$ cat src/rtl/rv_pkg.sv
// Shared fetch-stage types and constants: NOP encoding, queue entry layout, fetch FSM states.
// The entry carries an err bit only when FETCH_BUS_ERR_EN is defined.
package rv_pkg;

    localparam logic [31:0] RV_NOP = 32'h0000_0013;

    typedef struct packed {
        logic [29:0] pc;
        logic [31:0] instr;
`ifdef FETCH_BUS_ERR_EN
        logic        err;
`endif
    } fetch_entry_t;

    typedef enum logic [0:0] {
        FETCH_RUN   = 1'b0,
        FETCH_FAULT = 1'b1
    } fetch_state_e;

    // Word-address increment; wraps 30'h3FFF_FFFF to zero.
    function automatic logic [29:0] pc_inc(input logic [29:0] pc);
        return pc + 30'd1;
    endfunction

endpackage

$ cat src/rtl/rv_fetch_queue.sv
// Prefetch FIFO of {pc, instr[, err]} entries. Clear wins over push/pop.
// DEPTH must be a power of two and at least 2.
import rv_pkg::*;

module rv_fetch_queue #(
    parameter int DEPTH = 2
) (
    input  logic                   i_clk,
    input  logic                   i_reset_n,
    input  logic                   i_push,
    input  logic                   i_pop,
    input  logic                   i_clear,
    input  fetch_entry_t           i_entry,
    output fetch_entry_t           o_head,
    output logic                   o_full,
    output logic                   o_empty,
    output logic [$clog2(DEPTH):0] o_count
);

    localparam int             AW      = $clog2(DEPTH);
    localparam logic [AW:0]    CNT_MAX = (AW + 1)'(DEPTH);
    localparam logic [AW:0]    CNT_ONE = (AW + 1)'(32'd1);
    localparam logic [AW:0]    CNT_ZERO = (AW + 1)'(32'd0);
    localparam logic [AW-1:0]  PTR_ONE = AW'(32'd1);
    localparam logic [AW-1:0]  PTR_ZERO = AW'(32'd0);

    fetch_entry_t  mem_r [DEPTH];
    logic [AW-1:0] wr_ptr_r;
    logic [AW-1:0] rd_ptr_r;
    logic [AW:0]   count_r;
    logic          push_s;
    logic          pop_s;

    // Qualify push/pop so the FIFO can never overflow or underflow.
    always_comb begin
        push_s = i_push && (count_r != CNT_MAX);
        pop_s  = i_pop && (count_r != CNT_ZERO);
    end

    // Pointer and occupancy tracking.
    always_ff @(posedge i_clk) begin
        if (!i_reset_n || i_clear) begin
            wr_ptr_r <= PTR_ZERO;
            rd_ptr_r <= PTR_ZERO;
            count_r  <= CNT_ZERO;
        end else begin
            if (push_s) wr_ptr_r <= wr_ptr_r + PTR_ONE;
            if (pop_s)  rd_ptr_r <= rd_ptr_r + PTR_ONE;
            case ({push_s, pop_s})
                2'b10:   count_r <= count_r + CNT_ONE;
                2'b01:   count_r <= count_r - CNT_ONE;
                default: count_r <= count_r;
            endcase
        end
    end

    // Entry storage; contents are don't-care until written.
    always_ff @(posedge i_clk) begin
        if (push_s && !i_clear) mem_r[wr_ptr_r] <= i_entry;
    end

    assign o_head  = mem_r[rd_ptr_r];
    assign o_full  = (count_r == CNT_MAX);
    assign o_empty = (count_r == CNT_ZERO);
    assign o_count = count_r;

endmodule

$ cat src/rtl/rv_fetch.sv
// Instruction fetch stage: fetch PC, bus requests, prefetch queue and decode-aligned outputs.
// Optional bus-error handling (fault FSM, i_ibus_err, o_fetch_fault) under FETCH_BUS_ERR_EN.
import rv_pkg::*;

module rv_fetch #(
    parameter logic [31:0] RESET_VECTOR = 32'h0000_0000,
    parameter int          QUEUE_DEPTH  = 2
) (
    input  logic        i_clk,
    input  logic        i_reset_n,
    input  logic        i_stall,
    input  logic        i_flush,
    input  logic [31:2] i_pc_target,
    output logic        o_ibus_req,
    output logic [31:2] o_ibus_addr,
    input  logic        i_ibus_ack,
    input  logic [31:0] i_ibus_rdata,
`ifdef FETCH_BUS_ERR_EN
    input  logic        i_ibus_err,
    output logic        o_fetch_fault,
`endif
    output logic [31:2] o_pc,
    output logic [31:2] o_pc_p4,
    output logic [31:0] o_data
);

    localparam int             CW       = $clog2(QUEUE_DEPTH) + 1;
    localparam logic [CW-1:0]  DEPTH_C  = CW'(QUEUE_DEPTH);
    localparam logic [31:2]    RESET_PC = RESET_VECTOR[31:2];

    logic [31:2]   fetch_pc_r;
    logic [31:0]   data_r;
    logic          run_s;
    logic          req_s;
    logic          push_s;
    logic          pop_s;
    fetch_entry_t  entry_s;
    fetch_entry_t  head_s;
    logic          q_full_s;
    logic          q_empty_s;
    logic [CW-1:0] q_count_s;

    rv_fetch_queue #(
        .DEPTH (QUEUE_DEPTH)
    ) u_queue (
        .i_clk     (i_clk),
        .i_reset_n (i_reset_n),
        .i_push    (push_s),
        .i_pop     (pop_s),
        .i_clear   (i_flush),
        .i_entry   (entry_s),
        .o_head    (head_s),
        .o_full    (q_full_s),
        .o_empty   (q_empty_s),
        .o_count   (q_count_s)
    );

`ifdef FETCH_BUS_ERR_EN
    fetch_state_e state_r;
    fetch_state_e state_next_s;
    logic         fault_r;

    assign run_s = (state_r == FETCH_RUN);

    // Fault FSM: a bus error stops fetching until the next redirect.
    always_comb begin
        state_next_s = state_r;
        case (state_r)
            FETCH_RUN: begin
                if (i_flush)                     state_next_s = FETCH_RUN;
                else if (push_s && i_ibus_err)   state_next_s = FETCH_FAULT;
                else                             state_next_s = FETCH_RUN;
            end
            FETCH_FAULT: begin
                if (i_flush) state_next_s = FETCH_RUN;
                else         state_next_s = FETCH_FAULT;
            end
            default: state_next_s = FETCH_RUN;
        endcase
    end

    // Fault FSM state register.
    always_ff @(posedge i_clk) begin
        if (!i_reset_n) state_r <= FETCH_RUN;
        else            state_r <= state_next_s;
    end

    // Fault flag travels with o_data: set when the erroring entry is accepted by decode.
    always_ff @(posedge i_clk) begin
        if (!i_reset_n)     fault_r <= 1'b0;
        else if (i_flush)   fault_r <= 1'b0;
        else if (!i_stall)  fault_r <= !q_empty_s && head_s.err;
        else                fault_r <= fault_r;
    end

    assign o_fetch_fault = fault_r;
`else
    assign run_s = 1'b1;
`endif

    // Request, push/pop qualification and the entry to enqueue.
    always_comb begin
        req_s         = (q_count_s < DEPTH_C) && !i_flush && run_s;
        push_s        = req_s && i_ibus_ack && !q_full_s;
        pop_s         = !i_stall && !i_flush && !q_empty_s;
        entry_s.pc    = fetch_pc_r;
`ifdef FETCH_BUS_ERR_EN
        entry_s.err   = i_ibus_err;
        if (i_ibus_err) entry_s.instr = RV_NOP;
        else            entry_s.instr = i_ibus_rdata;
`else
        entry_s.instr = i_ibus_rdata;
`endif
    end

    // Fetch PC: redirect beats everything; otherwise advance on each completed read.
    always_ff @(posedge i_clk) begin
        if (!i_reset_n)   fetch_pc_r <= RESET_PC;
        else if (i_flush) fetch_pc_r <= i_pc_target;
        else if (push_s)  fetch_pc_r <= pc_inc(fetch_pc_r);
        else              fetch_pc_r <= fetch_pc_r;
    end

    // Lag register: the word decode sees one cycle after it accepted the matching PC.
    always_ff @(posedge i_clk) begin
        if (!i_reset_n)    data_r <= RV_NOP;
        else if (i_flush)  data_r <= RV_NOP;
        else if (!i_stall) data_r <= q_empty_s ? RV_NOP : head_s.instr;
        else               data_r <= data_r;
    end

    // Head presentation; an empty queue shows a zero-PC bubble.
    always_comb begin
        o_pc    = 30'd0;
        o_pc_p4 = 30'd0;
        if (!q_empty_s) begin
            o_pc    = head_s.pc;
            o_pc_p4 = pc_inc(head_s.pc);
        end else begin
            o_pc    = 30'd0;
            o_pc_p4 = 30'd0;
        end
    end

    assign o_ibus_req  = req_s;
    assign o_ibus_addr = fetch_pc_r;
    assign o_data      = data_r;

endmodule

$ cat config.mk
export PLATFORM = sky130hd
export DESIGN_NAME = rv_fetch
export DESIGN_NICKNAME = d
export VERILOG_FILES = /design/src/rtl/rv_pkg.sv /design/src/rtl/rv_fetch_queue.sv /design/src/rtl/rv_fetch.sv
export SDC_FILE = /design/constraint.sdc
export NUM_CORES = 1
export LEC_CHECK = 0
export ABC_AREA = 1
export CAP_MARGIN = 20
export CORE_MARGIN = 2
export CORE_UTILIZATION = 48
export CTS_BUF_LIST = sky130_fd_sc_hd__clkbuf_8
export DETAILED_ROUTE_END_ITERATION = 12
export PLACE_DENSITY = 0.79
export SLEW_MARGIN = 15
export SYNTH_ARGS = -nofsm -noshare
export SYNTH_HDL_FRONTEND = slang
export SYNTH_SLANG_ARGS = --single-unit
$ cat constraint.sdc
create_clock -name i_clk -period 3.6 [get_ports i_clk]
set_clock_uncertainty 0.05 [all_clocks]
set_input_delay 0.36 -clock i_clk [delete_from_list [all_inputs] [get_ports i_clk]]
set_output_delay 0.36 -clock i_clk [all_outputs]
set_load 0.01 [all_outputs]
==> summary.txt <==
Status: finished, final reports clean
Die Span Y: 141 um
CP arrival: 2910 ps
Sequential area share after synthesis: 56.3%
Reg area: 5070 um^2
Synthesized flop and latch total: 191
Fin util: 62.4%
Critical path launch point type: flip-flop
Cells after Synth: 1083
Setup tns final: 0 ps
Row count: 50
Worst Path Max Fanout: 27
Post-synth ARST share: 0%
Largest net degree at the start of global routing: 36
Fin area: 11600 um^2
Remaining DRCs: 0
Starting DRT DRC Count: 408
Worst skew pair latency: 460 ps
Clock transition at the registers of the reported paths: 100 ps
Rel. slew slack: 52.9%
Total number of vias: 7840
Slew @ Worst Pin: 705 ps
CP most frequent cell: nand2_1
Fin. max-slew vios: 0
Final setup fails: 0
FMAX: 301 MHz
Worst vdd ir: 284 uV
Period utilization: 92.3%
Commonest non-fill, non-tap cell in the layout: nand2_1
First-pass GRT wire length: 36.8 mm
Worst stage delay on the critical path: 580 ps
Layout Cells excl Fill: 1512
Antenna Violating Nets Remaining: 0
# resized after CTS: 0
Vias in the first global route: 7330
MaxCap Viol Count: 0
Root Driver: clkbuf_8
Clock sinks: 191
Layout cells sized above 1: 7.67%
Post-CTS setup buffer count: 0
Synth warn: 0
Cells along the critical path: clkinv_4 > nand2_1 > nand2_1 > ha_1 > nand2_1 > nor2_4 > nand2_1 > nor2_1 > nand2_1 > nand2_1 > a21oi_1 > clkdlybuf4s50_1
Most frequent cells in the layout: nand2_1 (407), clkdlybuf4s50_1 (189), edfxtp_1 (124), nor2_1 (123), a21oi_1 (74)
GRT Util Overall: 23.4%
Worst hold path class: flip-flop to flip-flop
CP endpoint kind: primary output
CP required: 3190 ps
Die Wd: 141 um
Initial antenna violation count: 0
Critical path's slowest cell: clkdlybuf4s50_1
Dpl ws: 730 ps
# IOs: 190
Synth unique cells: 33
Multi-input gate area: 3470 um^2
DRT Wirelength: 23.2 mm
GRT overflow: 0
Fin. Hold Viols: 0
CTS Buffer Depth: 2
Power Dens Cells: 377 nW/um^2
Net Count, Synth: 1153
Min Tclk post-route: 3320 ps
1st-pass router iterations: 5
Leakage: 4.29 nW
WL per Instance: 15.3 um
Placed Cells incl. Taps: 1480
Worst path buffer plus inverter count: 2
Nets: 1335
Final worst setup slack: 277 ps
Critical path class: flip-flop to primary output
Number of hold buffers added after CTS: 0
H-tree levels: 4
Unrepaired setup endpoints after global routing: false
Fill cell count: 1605
Core region area: 18500 um^2
Buffers on Ports: 189
N_diodes: 0
Layout overhead on the synthesized area: 28.4%
Initial Utilization: 48.6%
Syn Area/Cell: 8.31 um^2
Post-DP Area: 11100 um^2
Number of synthesized flops with an enable pin: 124
DIE AREA: 19900 um^2
Cell Area, Synth: 8990 um^2
TritonCTS buffer count: 17
CTS tree: yes
Top FF cell, synth: edfxtp_1
Via/cell ratio: 5.19
Gpl congestion: 0.895
DP HPWL: 16.8 mm
Crit path max-delay family: buffers and inverters
==> final timing paths <==
check,startpoint,to,slack [ps],depth (start not counted)
max,flip-flop,o_pc_p4[16],280,12
min,o_data[28]$_SDFFE_PP0N_,o_data[28]$_SDFFE_PP0N_,420,2
max reg2reg,u_queue.o_count[0]$_SDFFE_PP0P_,u_queue.o_count[1]$_SDFFE_PP0P_,1410,10
min reg2reg,o_data[28]$_SDFFE_PP0N_,o_data[28]$_SDFFE_PP0N_,420,2
==> power by group <==
| group | leakage [nW] | internal, mW | switching (mW) | total (mW) |
|---|---|---|---|---|
| clock network | 0.210 | 0.543 | 0.864 | 1.41 |
| registers | 1.69 | 2.40 | 0.0669 | 2.47 |
| logic | 2.39 | 0.217 | 0.257 | 0.474 |
| total | 4.29 | 3.16 | 1.19 | 4.35 |
==> flip-flops by register name, summed over array words and instances, names as in the netlist, named ones only <==
name,flops
o_data,32
o_ibus_addr,30
u_queue.mem_r,124
u_queue.o_count,2
u_queue.rd_ptr_r,1
u_queue.wr_ptr_r,1
==> logic make-up (layout without fill, tap and decap cells) <==
| group | after synthesis | in the layout | synth area share, % |
|---|---|---|---|
| xor+xnor | 10 | 10 | 0.974 |
| simple gates | 638 | 638 | 28.9 |
| compound gates | 126 | 126 | 7.87 |
| flops | 191 | 191 | 56.3 |
| buf+inv | 115 | 310 | 5.48 |
| fa+ha+maj | 3 | 3 | 0.417 |
==> metal layers <==
| layer | GRT usage [%] | share of wire (%) |
|---|---|---|
| met1 | 32.1 | 44 |
| met2 | 37.8 | 47 |
| met3 | 4.42 | 5.9 |
| met4 | 7.89 | 2.9 |
| met5 | 0 | 0 |
==> cells in the mapped netlist (3+ instances only) <==
| cell | number | area [um^2] |
|---|---|---|
| o21ai_0 | 17 | 85.1 |
| inv_1 | 70 | 263 |
| buf_2 | 9 | 45.0 |
| a21oi_1 | 74 | 370 |
| a22oi_1 | 22 | 165 |
| nor3_1 | 5 | 25.0 |
| nand2_1 | 407 | 1530 |
| or2_2 | 5 | 31.3 |
| ha_1 | 3 | 37.5 |
| nor2_4 | 3 | 33.8 |
| buf_1 | 6 | 22.5 |
| nand4_1 | 6 | 37.5 |
| nand3_1 | 51 | 255 |
| a31oi_1 | 7 | 43.8 |
| nor2_1 | 127 | 477 |
| buf_6 | 4 | 45.0 |
| nand2_2 | 19 | 119 |
| dfxtp_1 | 67 | 1340 |
| nor2_2 | 13 | 81.3 |
| xor2_1 | 8 | 70.1 |
| clkbuf_1 | 19 | 71.3 |
| edfxtp_1 | 124 | 3720 |
| buf_4 | 4 | 30.0 |
==> metrics by stage <==
stage / hold WS (ps) / total power [mW]
2_1_floorplan: 393 / 2.74
4_1_cts: 390 / 4.38
3_3_place_gp: 401 / 2.98
6_report: 420 / 4.35
5_1_grt: 384 / 4.52
3_5_place_dp: 405 / 2.99
==> tightest hold or removal path, cell delays in order (launching register included) <==
cell     delay, ps
dfxtp_1        320
nand2_1         60
a21oi_1         50
==> final cells by class <==
class	instances	share of cell area, %
Timing Repair Buffer	205	17.6
Sequential cell	191	43.8
Inverter	73	2.41
Clock inverter	15	1.54
Tap cell	234	2.53
Multi-Input combinational cell	777	30.1
Clock buffer	17	2.03
Power figures use the tool's default switching activity.
